## config.mk

```make
export PLATFORM = sky130hd
export DESIGN_NAME = shift_add_multiplier
export DESIGN_NICKNAME = d
export VERILOG_FILES = /design/src/rtl/shift_add_multiplier_pkg.sv /design/src/rtl/shift_add_multiplier_adder.sv /design/src/rtl/shift_add_multiplier.sv
export SDC_FILE = /design/constraint.sdc
export NUM_CORES = 1
export LEC_CHECK = 0
export CORE_UTILIZATION = 27
export CTS_CLUSTER_DIAMETER = 80
export DETAILED_ROUTE_END_ITERATION = 8
export SETUP_SLACK_MARGIN = 0.5
export SKIP_CTS_REPAIR_TIMING = 1
export SLEW_MARGIN = 20
export SYNTH_ARGS = -nofsm -noshare
export SYNTH_HDL_FRONTEND = slang
export SYNTH_HIERARCHICAL = 1
export SYNTH_SLANG_ARGS = --single-unit
export TNS_END_PERCENT = 50
```

## constraint.sdc

```tcl
create_clock -name clk -period 16.25 [get_ports clk]
set_input_delay 3.25 -clock clk [delete_from_list [all_inputs] [get_ports clk]]
set_output_delay 3.25 -clock clk [all_outputs]
set_load 0.05 [all_outputs]
```

## src/rtl/shift_add_multiplier_pkg.sv

```systemverilog
// Shared definitions for the shift-and-add multiplier: state encoding and default width.
package shift_add_multiplier_pkg;

    localparam int unsigned MUL_WIDTH = 32;

    typedef enum logic [1:0] {
        ST_IDLE = 2'd0,
        ST_PREP = 2'd1,
        ST_RUN  = 2'd2,
        ST_FIX  = 2'd3
    } mul_state_e;

endpackage

```

## src/rtl/shift_add_multiplier_adder.sv

```systemverilog
// Ripple-carry adder used by the multiplier accumulate step: sum = a + b + cin.
module shift_add_multiplier_adder #(
    parameter int unsigned WIDTH = 32
) (
    input  logic [WIDTH-1:0] a,
    input  logic [WIDTH-1:0] b,
    input  logic             cin,
    output logic [WIDTH-1:0] sum,
    output logic             cout
);

    logic [WIDTH:0] carry;

    assign carry[0] = cin;

    for (genvar i = 0; i < WIDTH; i++) begin : g_bit
        assign sum[i]     = a[i] ^ b[i] ^ carry[i];
        assign carry[i+1] = (a[i] & b[i]) | (carry[i] & (a[i] ^ b[i]));
    end

    assign cout = carry[WIDTH];

endmodule

```

## src/rtl/shift_add_multiplier.sv

```systemverilog
// Multi-cycle shift-and-add multiplier: sign-magnitude conversion, WIDTH accumulate
// iterations through one ripple adder, then sign fix-up of the 2*WIDTH-bit product.
module shift_add_multiplier
    import shift_add_multiplier_pkg::*;
#(
    parameter int unsigned WIDTH = MUL_WIDTH
) (
    input  logic               clk,
    input  logic               rst,
    input  logic               start,
    input  logic               is_signed,
    input  logic [WIDTH-1:0]   a,
    input  logic [WIDTH-1:0]   b,
    output logic               busy,
    output logic               done,
    output logic [2*WIDTH-1:0] product
);

    localparam int unsigned PW    = 2 * WIDTH;
    localparam int unsigned CNT_W = (WIDTH > 1) ? $clog2(WIDTH) : 1;
    localparam logic [CNT_W-1:0] CNT_LAST = CNT_W'(WIDTH - 1);

    mul_state_e state_q, state_d;

    logic [WIDTH-1:0] a_q, a_d;
    logic [WIDTH-1:0] b_q, b_d;
    logic             sgn_q, sgn_d;
    logic             neg_q, neg_d;
    logic [WIDTH-1:0] mcand_q, mcand_d;
    logic [WIDTH-1:0] mplr_q, mplr_d;
    logic [WIDTH-1:0] acc_q, acc_d;
    logic [CNT_W-1:0] cnt_q, cnt_d;
    logic             busy_d;
    logic             done_d;
    logic [PW-1:0]    product_d;

    logic [WIDTH-1:0] add_b;
    logic [WIDTH-1:0] add_sum;
    logic             add_cout;
    logic [PW-1:0]    raw_prod;

    // Partial product is the multiplicand gated by the current multiplier LSB
    assign add_b    = mplr_q[0] ? mcand_q : '0;
    assign raw_prod = {acc_q, mplr_q};

    shift_add_multiplier_adder #(
        .WIDTH (WIDTH)
    ) u_adder (
        .a    (acc_q),
        .b    (add_b),
        .cin  (1'b0),
        .sum  (add_sum),
        .cout (add_cout)
    );

    // State register
    always_ff @(posedge clk) begin
        if (rst) begin
            state_q <= ST_IDLE;
        end else begin
            state_q <= state_d;
        end
    end

    // Next-state logic
    always_comb begin
        state_d = state_q;
        case (state_q)
            ST_IDLE: if (start) state_d = ST_PREP;
            ST_PREP: state_d = ST_RUN;
            ST_RUN:  if (cnt_q == CNT_LAST) state_d = ST_FIX;
            ST_FIX:  state_d = ST_IDLE;
            default: state_d = ST_IDLE;
        endcase
    end

    // Datapath and output next values
    always_comb begin
        a_d       = a_q;
        b_d       = b_q;
        sgn_d     = sgn_q;
        neg_d     = neg_q;
        mcand_d   = mcand_q;
        mplr_d    = mplr_q;
        acc_d     = acc_q;
        cnt_d     = cnt_q;
        busy_d    = busy;
        done_d    = 1'b0;
        product_d = product;
        case (state_q)
            ST_IDLE: begin
                if (start) begin
                    a_d    = a;
                    b_d    = b;
                    sgn_d  = is_signed;
                    neg_d  = is_signed & (a[WIDTH-1] ^ b[WIDTH-1]);
                    busy_d = 1'b1;
                end
            end
            ST_PREP: begin
                // Magnitudes always fit unsigned, including the most-negative operand
                mcand_d = (sgn_q & a_q[WIDTH-1]) ? (~a_q + WIDTH'(1)) : a_q;
                mplr_d  = (sgn_q & b_q[WIDTH-1]) ? (~b_q + WIDTH'(1)) : b_q;
                acc_d   = '0;
                cnt_d   = '0;
            end
            ST_RUN: begin
                {acc_d, mplr_d} = {add_cout, add_sum, mplr_q[WIDTH-1:1]};
                cnt_d           = cnt_q + CNT_W'(1);
            end
            ST_FIX: begin
                product_d = neg_q ? (~raw_prod + PW'(1)) : raw_prod;
                done_d    = 1'b1;
                busy_d    = 1'b0;
            end
            default: begin
                busy_d = 1'b0;
            end
        endcase
    end

    // Datapath and output registers
    always_ff @(posedge clk) begin
        if (rst) begin
            a_q     <= '0;
            b_q     <= '0;
            sgn_q   <= 1'b0;
            neg_q   <= 1'b0;
            mcand_q <= '0;
            mplr_q  <= '0;
            acc_q   <= '0;
            cnt_q   <= '0;
            busy    <= 1'b0;
            done    <= 1'b0;
            product <= '0;
        end else begin
            a_q     <= a_d;
            b_q     <= b_d;
            sgn_q   <= sgn_d;
            neg_q   <= neg_d;
            mcand_q <= mcand_d;
            mplr_q  <= mplr_d;
            acc_q   <= acc_d;
            cnt_q   <= cnt_d;
            busy    <= busy_d;
            done    <= done_d;
            product <= product_d;
        end
    end

endmodule

```

==> results.yml, run 1 <==
timing:
  finalSetupViolCount: 0
  tightestPinTransition_ns: 1.03
  finalSetupTns_ns: 0
  fin_crit_sh_pct: 82.9
  maxSlewHeadroom_pct: 31.3
  hold_slack_ns: 0.442
  slew_viol_final: 0
  min_period_ns: 13.48
  fmax_mhz: 74.2
  worst_slack_ns: 2.77
  hold_viol: 0
  finClkSkew_ns: 0.00563
  grt_setup_unrepaired: "false"
clocking:
  cts_made_buffers: 25
  numClockSinks: 235
  cts_tree: "done"
  h-tree-depth: 1
  clk_latency_ns: 0.54
  clkTransAtPathRegs_ns: 0.06
  clockBufferDepth: 3
  clockRootBuffer: "clkbuf_16"
synthesis:
  yosysTopAreaCell: "dfxtp_1"
  syn_inst: 1505
  synth-seq-area-share_pct: 38.5
  synth-edff-count: 0
  syn_avg_cell_area_um2: 8.11
  yosysWarnings: 6
  syn_area_mm2: 0.0122
  synth_seq_cells: 235
  async_reset_ff_share_pct: 0
  synth_cell_type_count: 53
  syn_nets: 1614
  synth.top_cells.by_area: "dfxtp_1 39%, nand2_1 6.2%, a21oi_1 5.9%"
  yosysTopAreaCellShare_pct: 38.5
  synth_flop_cell: "dfxtp_1"
routing:
  detail_route.wl_per_cell_um: 15.7
  drc: 0
  vias_per_cell: 4.76
  drt_iter0_drc: 794
  num_vias: 10388
  drtPass1Iterations: 5
  drt_wl_total_um: 34200
  antenna_left: 0
final_layout:
  drive_gt1_share_pct: 4.47
  layout_commonest_cell: "dfxtp_1"
  fin_util_pct: 33.3
  areaGrowthSynthToFinish_pct: 21.2
  layout_common_cells: "235 x dfxtp_1, 201 x nand2_1, 159 x nor2_1, 144 x a21oi_1, 132 x clkdlybuf4s50_1"
  finalNetCount: 1678
setup_path:
  cp_common_cell: "fa_1"
  cp_num_buf_inv: 5
  slowest_stage: "fa_1"
  startpoint_type: "flop"
  crit_path_max_fanout: 37
  required_ns: 16.73
  critPathArrivalTime_ns: 13.95
  critical_path_class: "flop to flop"
  crit_path_max_incr_delay_ns: 0.41
  crit_family: "adder cells"
  end_kind: "flop"
die:
  ioPinCount: 134
  core_mm2: 0.0444
  die_h_um: 215
  die_w_um: 215
  initial_core_util_pct: 27.5
  rows: 77
  die_area_mm2: 0.0461
grt:
  grt.overflow.total: 0
  grt_max_degree: 97
  grt_pass1_vias: 9996
  antenna_found_initial: 5
  grt_pass1_wl_um: 55400
  grt_use_total_pct: 14.6
placed_design:
  preCtsSetupSlack_ns: 2.80
  gp_congestion: 0.814
  dp_hpwl_um: 25100
  place.port_buffers: 133
power_and_ir_drop:
  power.leakage_nw: 5.28
  p_per_area_mw_per_mm2: 147
  total_power_mw: 2.18
  worst_ir_drop_vdd_uv: 109
flow_run:
  maxCapViolations: 0
run_status:
  status: "finished clean"
worst_hold_path:
  hp-class: "flop to flop"
==> worst paths after layout <==
check | from | end | depth (start not counted) | slack [ns]
setup / recovery | mplr_q[0] | acc_q[30] | 40 | 2.77
hold / removal | mcand_q[30] | mcand_q[30] | 2 | 0.44
setup reg to reg | mplr_q[0] | acc_q[30] | 40 | 2.77
hold reg to reg | mcand_q[30] | mcand_q[30] | 2 | 0.44
==> layer usage <==
metal | GRT usage (%) | vias up | part of all wire (%)
met2 | 21.3 | 211 | 41
li1 | - | 5360 | -
met1 | 21.8 | 4769 | 52
met4 | 3.69 | 6 | 1.6
met5 | 0 | - | 0.10
met3 | 2.89 | 42 | 5.0
==> state kept, by name, indices dropped and copies added (netlist names) <==
| name | count |
|---|---|
| product | 64 |
| a_q | 32 |
| acc_q | 32 |
| b_q | 32 |
| mcand_q | 32 |
| mplr_q | 32 |
| cnt_q | 5 |
| state_q | 2 |
| busy | 1 |
| done | 1 |
| neg_q | 1 |
| sgn_q | 1 |
==> cells by family (layout without fill, tap and decap cells) <==
family	Yosys count	count (layout)	share of synthesized area, %
simple gates	600	600	23.6
fa+ha+maj	41	41	6.17
other cells	1	2	0.0307
mux	23	23	1.90
buf+inv	140	223	4.34
flops	235	235	38.5
compound gates	365	365	18.3
xor+xnor	100	100	7.17
==> metrics by stage <==
step / area (um^2) / std cells
2_1_floorplan: 12200 / 1505
3_3_place_gp: 14000 / 2134
3_5_place_dp: 14000 / 2134
4_1_cts: 14800 / 2180
5_1_grt: 14800 / 2180
6_report: 14800 / 2181
==> cells in the mapped netlist (2+ instances only) <==
master,n
o21ai_1,9
or4_1,19
a211oi_1,53
xnor2_1,40
o31a_1,2
nand2b_1,11
o211ai_1,2
a311oi_1,10
mux2i_1,22
a21oi_1,144
or2_2,7
xor2_1,60
o41ai_1,20
and3_1,2
inv_1,32
or4_4,3
o21ai_0,54
clkbuf_1,88
and2_1,38
fa_1,32
ha_1,9
a31oi_1,20
nor3_1,26
o31ai_1,24
nand3_1,18
buf_1,16
a211o_1,3
dfxtp_1,235
nand4_1,5
nor4b_1,2
o21a_1,2
or3_1,16
nor2_1,160
buf_2,3
nor4_1,23
o22ai_1,16
nor2b_1,52
nand3b_1,5
nor3b_1,7
nand2_1,202
==> where the power goes <==
group | internal [mW] | leakage, nW | total [mW] | switching (mW)
registers | 0.668 | 1.91 | 0.765 | 0.0969
logic | 0.280 | 2.98 | 0.844 | 0.564
clock network | 0.328 | 0.398 | 0.569 | 0.240
==> cell type report <==
type,count,area [um^2]
clock inverter,8,78.8
tap,592,741
clock buffer,38,734
antenna,1,2.50
multi-input combinational,1130,7000
timing repair buffer,144,1420
fill,4581,29600
sequential,235,4700
inverter,33,124
==> worst register-to-register path, delay by kind of cell, from the launching register on <==
kind                     cells  cell delay (ns)
AO/OA/AOI/OAI                1             0.05
adder cells (fa/ha/maj)     32            12.27
AND/OR/NAND/NOR              2             0.29
flip-flops                   1             0.30
buffers and inverters        5             0.49
Note: power is estimated with default switching activity, not from simulation.
==> inputs of run 2 (changes only) <==
- clock period: 16.25 -> 12 ns (I/O delays scaled with it)
==> run 2 against run 1 <==
Against the previous run:
- first-iteration DRC count down 0.38%
- global-route usage about the same
- clock skew grew 0.0049 ns
- critical path depth shrank 1
- critical endpoint unchanged
- largest power group unchanged
==> results.yml, run 2 (synthesis gave the netlist of run 1 again) <==
run_status:
  status: "finished clean"
setup_path:
  slowest_stage: "fa_1"
  r2r_slack_ns: 0.1
  critPathArrivalTime_ns: 12.36
  crit_family: "adder cells"
  cp_common_cell: "fa_2"
  end_kind: "flop"
  required_ns: 12.46
  cp_num_buf_inv: 4
  startpoint_type: "flop"
  crit_path_max_incr_delay_ns: 0.40
  crit_path_max_fanout: 2
  critical_path_class: "flop to flop"
grt:
  grt_pass1_vias: 10016
  grt_use_total_pct: 14.6
  grt.overflow.total: 0
  grt_pass1_wl_um: 55400
  grt_max_degree: 97
  antenna_found_initial: 5
final_layout:
  fin_util_pct: 33.6
  drive_gt1_share_pct: 6.74
  areaGrowthSynthToFinish_pct: 22.2
  layout_common_cells: "234 x dfxtp_1, 201 x nand2_1, 159 x nor2_1, 144 x a21oi_1, 132 x clkdlybuf4s50_1"
  instances_no_fill: 2182
  finalNetCount: 1679
  nFillCells: 4559
  regMostFlops: "product"
  seqCellArea_mm2: 0.00471
  layout_commonest_cell: "dfxtp_1"
  largest_reg_flops: 64
  multi_input_area_mm2: 0.00707
die:
  initial_core_util_pct: 27.5
  die_w_um: 215
  core_mm2: 0.0444
  ioPinCount: 134
  rows: 77
  die_h_um: 215
  die_area_mm2: 0.0461
timing:
  tightestPinTransition_ns: 1.01
  hold_slack_ns: 0.441
  fin_crit_sh_pct: 99.2
  hold_viol: 0
  finalSetupViolCount: 0
  fmax_mhz: 84.0
  maxSlewHeadroom_pct: 32.7
  slew_viol_final: 0
  finClkSkew_ns: 0.0106
  grt_setup_unrepaired: "true"
  min_period_ns: 11.90
placed_design:
  place_inst: 2135
  gp_congestion: 0.805
  dp_hpwl_um: 25400
  place.port_buffers: 133
clocking:
  h-tree-depth: 1
  clockRootBuffer: "clkbuf_16"
  clk_latency_ns: 0.54
  clockBufferDepth: 3
  clkTransAtPathRegs_ns: 0.06
  cts_made_buffers: 25
  numClockSinks: 235
  cts_tree: "done"
power_and_ir_drop:
  p_per_area_mw_per_mm2: 199
  power.leakage_nw: 5.23
  switching_power_mw: 1.21
  worst_ir_drop_vdd_uv: 159
  p_int_mw: 1.76
  p_comb_share_pct: 38.5
  p_seq_share_pct: 34.8
  total_power_mw: 2.97
  switching_share_pct: 40.8
  clock_power_share_pct: 26.7
routing:
  drt_wl_total_um: 34200
  detail_route.wl_per_cell_um: 15.7
  drtPass1Iterations: 5
  num_vias: 10418
  drt_iter0_drc: 791
  vias_per_cell: 4.77
  antenna_left: 0
  drc: 0
worst_hold_path:
  hp-class: "flop to flop"
flow_run:
  maxCapViolations: 0
-- run 2: cell types whose count changed in the layout (fill, tap and decap cells not counted), moves of 2 or more --
cell	before	now
inv_2	0	2
diode_2	1	3
clkbuf_8	6	8
fa_1	32	2
clkbuf_1	7	3
clkinv_4	2	0
fa_2	0	30
inv_1	32	30
-- run 2: power by group through the flow --
stage                     logic, mW  registers (mW)  clock network (mW)
final                          1.14            1.04               0.792
after global placement         1.13            1.05                   0
after detailed placement       1.14            1.05                   0
after CTS                      1.15            1.03               0.814
after floorplan               0.775            1.10                   0
after global routing           1.27            1.06               0.846
-- run 2: final timing paths --
kind         cells past startpoint           to         from
max reg2reg                     39    acc_q[30]   mcand_q[0]
min                              2  mcand_q[30]  mcand_q[30]
max                             39    acc_q[30]   mcand_q[0]
min reg2reg                      2  mcand_q[30]  mcand_q[30]
-- run 2: cell type report --
| cell class | instances | area share, % |
|---|---|---|
| Multi-Input combinational cell | 1130 | 47.4 |
| Clock inverter | 8 | 0.646 |
| Tap cell | 592 | 4.97 |
| Timing Repair Buffer | 145 | 9.54 |
| Inverter | 33 | 0.830 |
| Clock buffer | 36 | 5.01 |
| Sequential cell | 235 | 31.5 |
| Antenna cell | 3 | 0.0503 |
-- run 2: through the flow --
step | setup TNS, ns | instance area (um^2) | setup WS, ns
after floorplan | 0 | 12300 | 0.321
final | 0 | 14900 | 0.0959
after global routing | -0.189 | 14900 | -0.189
after CTS | 0 | 14900 | 0.0725
after global placement | 0 | 14100 | 0.200
after detailed placement | 0 | 14100 | 0.125
-- run 2: tightest hold or removal path, cell delays in order, from the launching register on --
cell     delay [ns]
dfxtp_1        0.31
nand2_1        0.05
o21ai_1        0.05
-- run 2: per-layer routing --
layer  track usage [%]  vias up  share of wire, %
li1                  -     5356                 -
met1              21.3     4787                51
met2              21.2      224                41
met3              3.30       47               5.6
met4              4.48        4               2.3
met5                 0        -             0.067
==> patch 1, RTL diff (settings of run 1) <==
Take the reset off `a_q`, `b_q` and `product` and load them in a clocked block of their own.
--- a/src/rtl/shift_add_multiplier.sv
+++ b/src/rtl/shift_add_multiplier.sv
@@ -122,8 +122,6 @@
     // Datapath and output registers
     always_ff @(posedge clk) begin
         if (rst) begin
-            a_q     <= '0;
-            b_q     <= '0;
             sgn_q   <= 1'b0;
             neg_q   <= 1'b0;
             mcand_q <= '0;
@@ -132,10 +130,7 @@
             cnt_q   <= '0;
             busy    <= 1'b0;
             done    <= 1'b0;
-            product <= '0;
         end else begin
-            a_q     <= a_d;
-            b_q     <= b_d;
             sgn_q   <= sgn_d;
             neg_q   <= neg_d;
             mcand_q <= mcand_d;
@@ -144,8 +139,13 @@
             cnt_q   <= cnt_d;
             busy    <= busy_d;
             done    <= done_d;
-            product <= product_d;
         end
+    end
+
+    always_ff @(posedge clk) begin
+        a_q     <= a_d;
+        b_q     <= b_d;
+        product <= product_d;
     end
 
 endmodule
Check against the original RTL: same outputs for any inputs over 10 cycles, from zero or initial values and one cycle with rst high; that may be too few to reach the edited logic, so the function may still have changed.
==> patch 1 against run 1 <==
Setup slack better by 230 ps. Synthesized area down 1.6%. Sequential cell count unchanged. Die area down 1.6%. Largest power group is now sequential cells. Cell area down 0.54%. Largest cell class is now registers. Total power up 5.9%. Synthesized cell count down 25%. Highest routed layer unchanged. Global-route usage down 1.5 points. Wire length down 13%. Clock power up 3%.
==> patch 1: results (changes against run 1) <==
{| class="wikitable"
! Metric !! Value
|-
| Cell Pwr Density || 156.7 nW/um2 (+6.5%)
|-
| Via count of the first global-routing pass || 8,194 (-18%)
|-
| Setup slack of the worst register-to-register path || 3010 ps (+230 ps)
|-
| Detailed-route wire length per cell || 16.24 um (+3.7%)
|-
| Clock latency reported for the late side of the worst-skew pair || 550 ps
|-
| Vias post-DR || 8,546 (-18%)
|-
| End of the worst hold path || mcand_q[29]
|-
| Count of cells along the worst register-to-register path || 39 (-2.5%)
|-
| First-pass GRT wire length || 46.80 mm (-16%)
|-
| Share of cells above drive strength 1 || 0.06736 (+0.02265)
|-
| Iteration-0 DRC count of the detailed router || 522 (-34%)
|-
| Total clock buffers created by CTS || 24 (-4.0%)
|-
| Number of nets at the end of the flow || 1,338 (-20%)
|-
| Leak Pwr || 0.005118 uW (-3.1%)
|-
| Clock skew || 27.93 ps (+22.30 ps)
|-
| Part of the total power dissipated in sequential elements || 0.394 (+0.043)
|-
| Number of antenna violations at the first check in global routing || 3 (-2)
|-
| Mapped Nets || 1,240 (-23%)
|-
| Number of enable-type register cells in the synthesized netlist || 128 (+128)
|-
| Final weighted congestion in routability-driven placement || 0.8121 (-0.25%)
|-
| Worst Setup Slack post-DPL || 3012 ps (+214.8 ps)
|-
| Min-Delay Startpoint || mcand_q[29]
|-
| Slew at the pin closest to its max-slew limit || 926.6 ps (-102.2 ps)
|-
| GRT Total Usage || 0.1312 (-0.01523)
|-
| Combinational logic power || 815 uW (-3.4%)
|-
| Post-DP HPWL || 22.51 mm (-10%)
|-
| Filler instances || 4,370 (-4.6%)
|-
| Cell types occupying the most area after synthesis || sky130_fd_sc_hd__edfxtp_1 (32%), sky130_fd_sc_hd__dfxtp_1 (18%), sky130_fd_sc_hd__xnor2_1 (5.9%), sky130_fd_sc_hd__fa_1 (5.3%), sky130_fd_sc_hd__nor2_1 (3.1%)
|-
| Sequential-to-total area share from yosys stat || 0.4983 (+0.1130)
|-
| Highest ir drop seen on vdd || 0.08142 mV (-26%)
|-
| Number of distinct library cell variants in the gate-level netlist after synthesis || 69 (+30%)
|-
| Status || completed
|-
| Highest net fanout along the worst path || 2 (-95%)
|}
==> patch 1: cell types whose count changed after synthesis, sizes merged, moves of 37 or more <==
cell    before  now
nand2      202   55
dfxtp      235  107
edfxtp       0  128
a21oi      144   61
nor2       160   98
xnor2       40   81
a211oi      53   16
==> patch 1: routing by layer <==
metal / wire [um] / up-vias / GRT usage / part of all wire
met5: 23 / - / 0 / 0.00077
met4: 650 / 4 / 0.04044 / 0.022
met3: 1828 / 43 / 0.03148 / 0.061
met2: 12280 / 175 / 0.1899 / 0.41
met1: 14980 / 4039 / 0.1906 / 0.50
li1: - / 4285 / - / -
==> patch 1: how the worst max path moves through the flow <==
stage / to / slack, ps / cells past startpoint / startpoint
floorplan: acc_q[30] / 3330 / 40 / mplr_q[0]
global placement: acc_q[30] / 3090 / 39 / mplr_q[0]
detailed placement: acc_q[30] / 3010 / 39 / mplr_q[0]
CTS: acc_q[30] / 3000 / 39 / mplr_q[0]
global route: acc_q[30] / 2550 / 39 / mplr_q[0]
finish: acc_q[30] / 3010 / 39 / mplr_q[0]
==> patch 1: cell type report <==
type | count | area share
clock inverter | 16 | 0.01309
multi-input combinational | 796 | 0.3833
inverter | 30 | 0.007652
timing repair buffer | 142 | 0.09471
sequential | 235 | 0.4068
tap | 585 | 0.04974
antenna | 1 | 0.0001700
clock buffer | 28 | 0.04455
==> patch 1: cells by family after synthesis <==
group	count (synthesis)	share of synthesized area
compound gates	243	0.1392
xor+xnor	107	0.07802
fa+ha+maj	41	0.06271
buf+inv	100	0.03250
flops	235	0.4983
mux	14	0.01177
other cells	1	0.0003122
simple gates	390	0.1772
==> patch 1: metrics by stage <==
stage | instance area, um2 | instances
floorplan | 12010 | 1131
global placement | 13870 | 1788
finish | 14720 | 1833
CTS | 14710 | 1832
global route | 14710 | 1832
detailed placement | 13870 | 1788
==> patch 2, RTL diff (config.mk and constraints of run 1) <==
Without the edit above. `MUL_WIDTH`: 32 -> 64.
--- a/src/rtl/shift_add_multiplier_pkg.sv
+++ b/src/rtl/shift_add_multiplier_pkg.sv
@@ -1,7 +1,7 @@
 // Shared definitions for the shift-and-add multiplier: state encoding and default width.
 package shift_add_multiplier_pkg;
 
-    localparam int unsigned MUL_WIDTH = 32;
+    localparam int unsigned MUL_WIDTH = 64;
 
     typedef enum logic [1:0] {
         ST_IDLE = 2'd0,
Ports: changed (resized a, b and product); port bits go from 134 to 262. No check against the original RTL was run, so the function may have changed too.
==> patch 2 against run 1 <==
Final cell count is 97% higher. Setup slack lost 9800 ps. Sequential cell count up 225. The run now ends with setup timing left. Wire length is 130% higher. Largest cell class unchanged. Total power increased by 110%. Synthesized area is 96% higher. Critical path type unchanged. Cell area is 99% higher. Synthesized cell count up 97%.
==> patch 2: results (changes against run 1) <==
{| class="wikitable"
! Metric !! Value
|-
| Setup violators final || 21 (+21)
|-
| Met3 track utilization from global routing || 0.03298 (+0.004042)
|-
| Min-Delay Startpoint || product[82]
|-
| Count of port buffers added during placement || 261 (+96%)
|-
| Number of distinct library cell variants in the gate-level netlist after synthesis || 58 (+9.4%)
|-
| First-pass GRT wire length || 120.4 mm (+120%)
|-
| Iteration-0 DRC count of the detailed router || 1,742 (+120%)
|-
| Clock buffer count in the final layout || 62 (+63%)
|-
| Violated checks || setup timing
|-
| WL met2 || 33.86 mm (+140%)
|-
| Detailed-route wire length per cell || 18.29 um (+17%)
|-
| Cell types occupying the most area after synthesis || sky130_fd_sc_hd__dfxtp_1 (39%), sky130_fd_sc_hd__nand2_1 (7.4%), sky130_fd_sc_hd__xor2_1 (6.3%), sky130_fd_sc_hd__a21oi_1 (5.4%), sky130_fd_sc_hd__fa_1 (5.4%)
|-
| Average vias per placed instance || 4.923 (+3.4%)
|-
| Post-Place Cell Area || 27,720 um2 (+98%)
|-
| Highest ir drop seen on vdd || 0.1064 mV (-2.7%)
|-
| Filler instances || 9,106 (+99%)
|-
| Mapped Nets || 3,166 (+96%)
|-
| Compound-cell area share of the yosys netlist || 0.1820 (-0.0006009)
|-
| Slew at the pin closest to its max-slew limit || 1057 ps (+27.99 ps)
|-
| Register fraction of the total cell area || 0.3125 (-0.005477)
|-
| Met1 WL || 37.81 mm (+110%)
|-
| Number of antenna violations at the first check in global routing || 16 (+11)
|-
| Highest net fanout along the worst path || 2 (-95%)
|-
| Total length of routed met3 wires || 4.266 mm (+150%)
|-
| Adder and majority cell fraction of the synthesized area || 0.05782 (-0.003883)
|-
| Reg2Reg Launch Point || mcand_q[0]
|-
| Global-route track usage on met1 || 0.2436 (+0.02611)
|-
| Multi-input logic portion of the cell area || 0.4745 (+0.001633)
|-
| H-tree depth reported by CTS || 2 (+1)
|-
| Met2 global-route usage || 0.2547 (+0.04126)
|-
| Final setup margin || -7016 ps (-9790 ps)
|-
| Post-Route Setup TNS || -80,560 ps (-80,560 ps)
|-
| Number of placed instances, taps included || 4,217 (+98%)
|-
| Leak Pwr || 0.01060 uW (+100%)
|-
| Status || finished with violations
|-
| Via count of the first global-routing pass || 19.76k (+98%)
|-
| Sequential-to-total area share from yosys stat || 0.3854 (about the same)
|-
| Clock latency reported for the late side of the worst-skew pair || 590 ps (+50 ps)
|-
| Xor/xnor cell area share of the yosys netlist || 0.08835 (+0.01660)
|-
| End of the worst hold path || product[82]
|-
| Post-DP HPWL || 59.05 mm (+130%)
|-
| FF+latch area || 9218 um2 (+96%)
|-
| Endpoint arrival time on the critical path || 23,780 ps (+9830 ps)
|-
| Minimum hold slack || 448.7 ps (+6.628 ps)
|-
| Proportion of final cell area spent on non-clock buffers || 0.1003 (+0.004673)
|-
| Portion of netlist area occupied by mux cells || 0.009688 (-0.009272)
|-
| Share of cells above drive strength 1 || 0.07460 (+0.02989)
|-
| Number of non-clock buffers || 306 (+110%)
|-
| Max reg flops || 128 (+100%)
|}
-- patch 2: cell count changes in the layout (fill, tap and decap cells not counted), sizes merged, moves of 41 or more --
cell                  run 1  this run
nor2b                    52        93
clkdlybuf4s50           132       260
a21oi                   144       257
nor2                    160       268
o21ai                    63       201
xor2                     60       171
dfxtp                   235       460
nand2                   202       469
-- patch 2: tightest hold or removal path, stage by stage (launching register included) --
cell                      delay, ps
sky130_fd_sc_hd__dfxtp_1        310
sky130_fd_sc_hd__nand2_1         50
sky130_fd_sc_hd__o21ai_1         50
-- patch 2: power breakdown --
| part | leakage (uW) | total, uW | internal, uW | switching [uW] |
|---|---|---|---|---|
| Clock | 0.000867 | 1230 | 742 | 485 |
| Sequential | 0.00374 | 1480 | 1290 | 189 |
| Combinational | 0.00599 | 1820 | 553 | 1270 |
| Total | 0.0106 | 4530 | 2590 | 1950 |
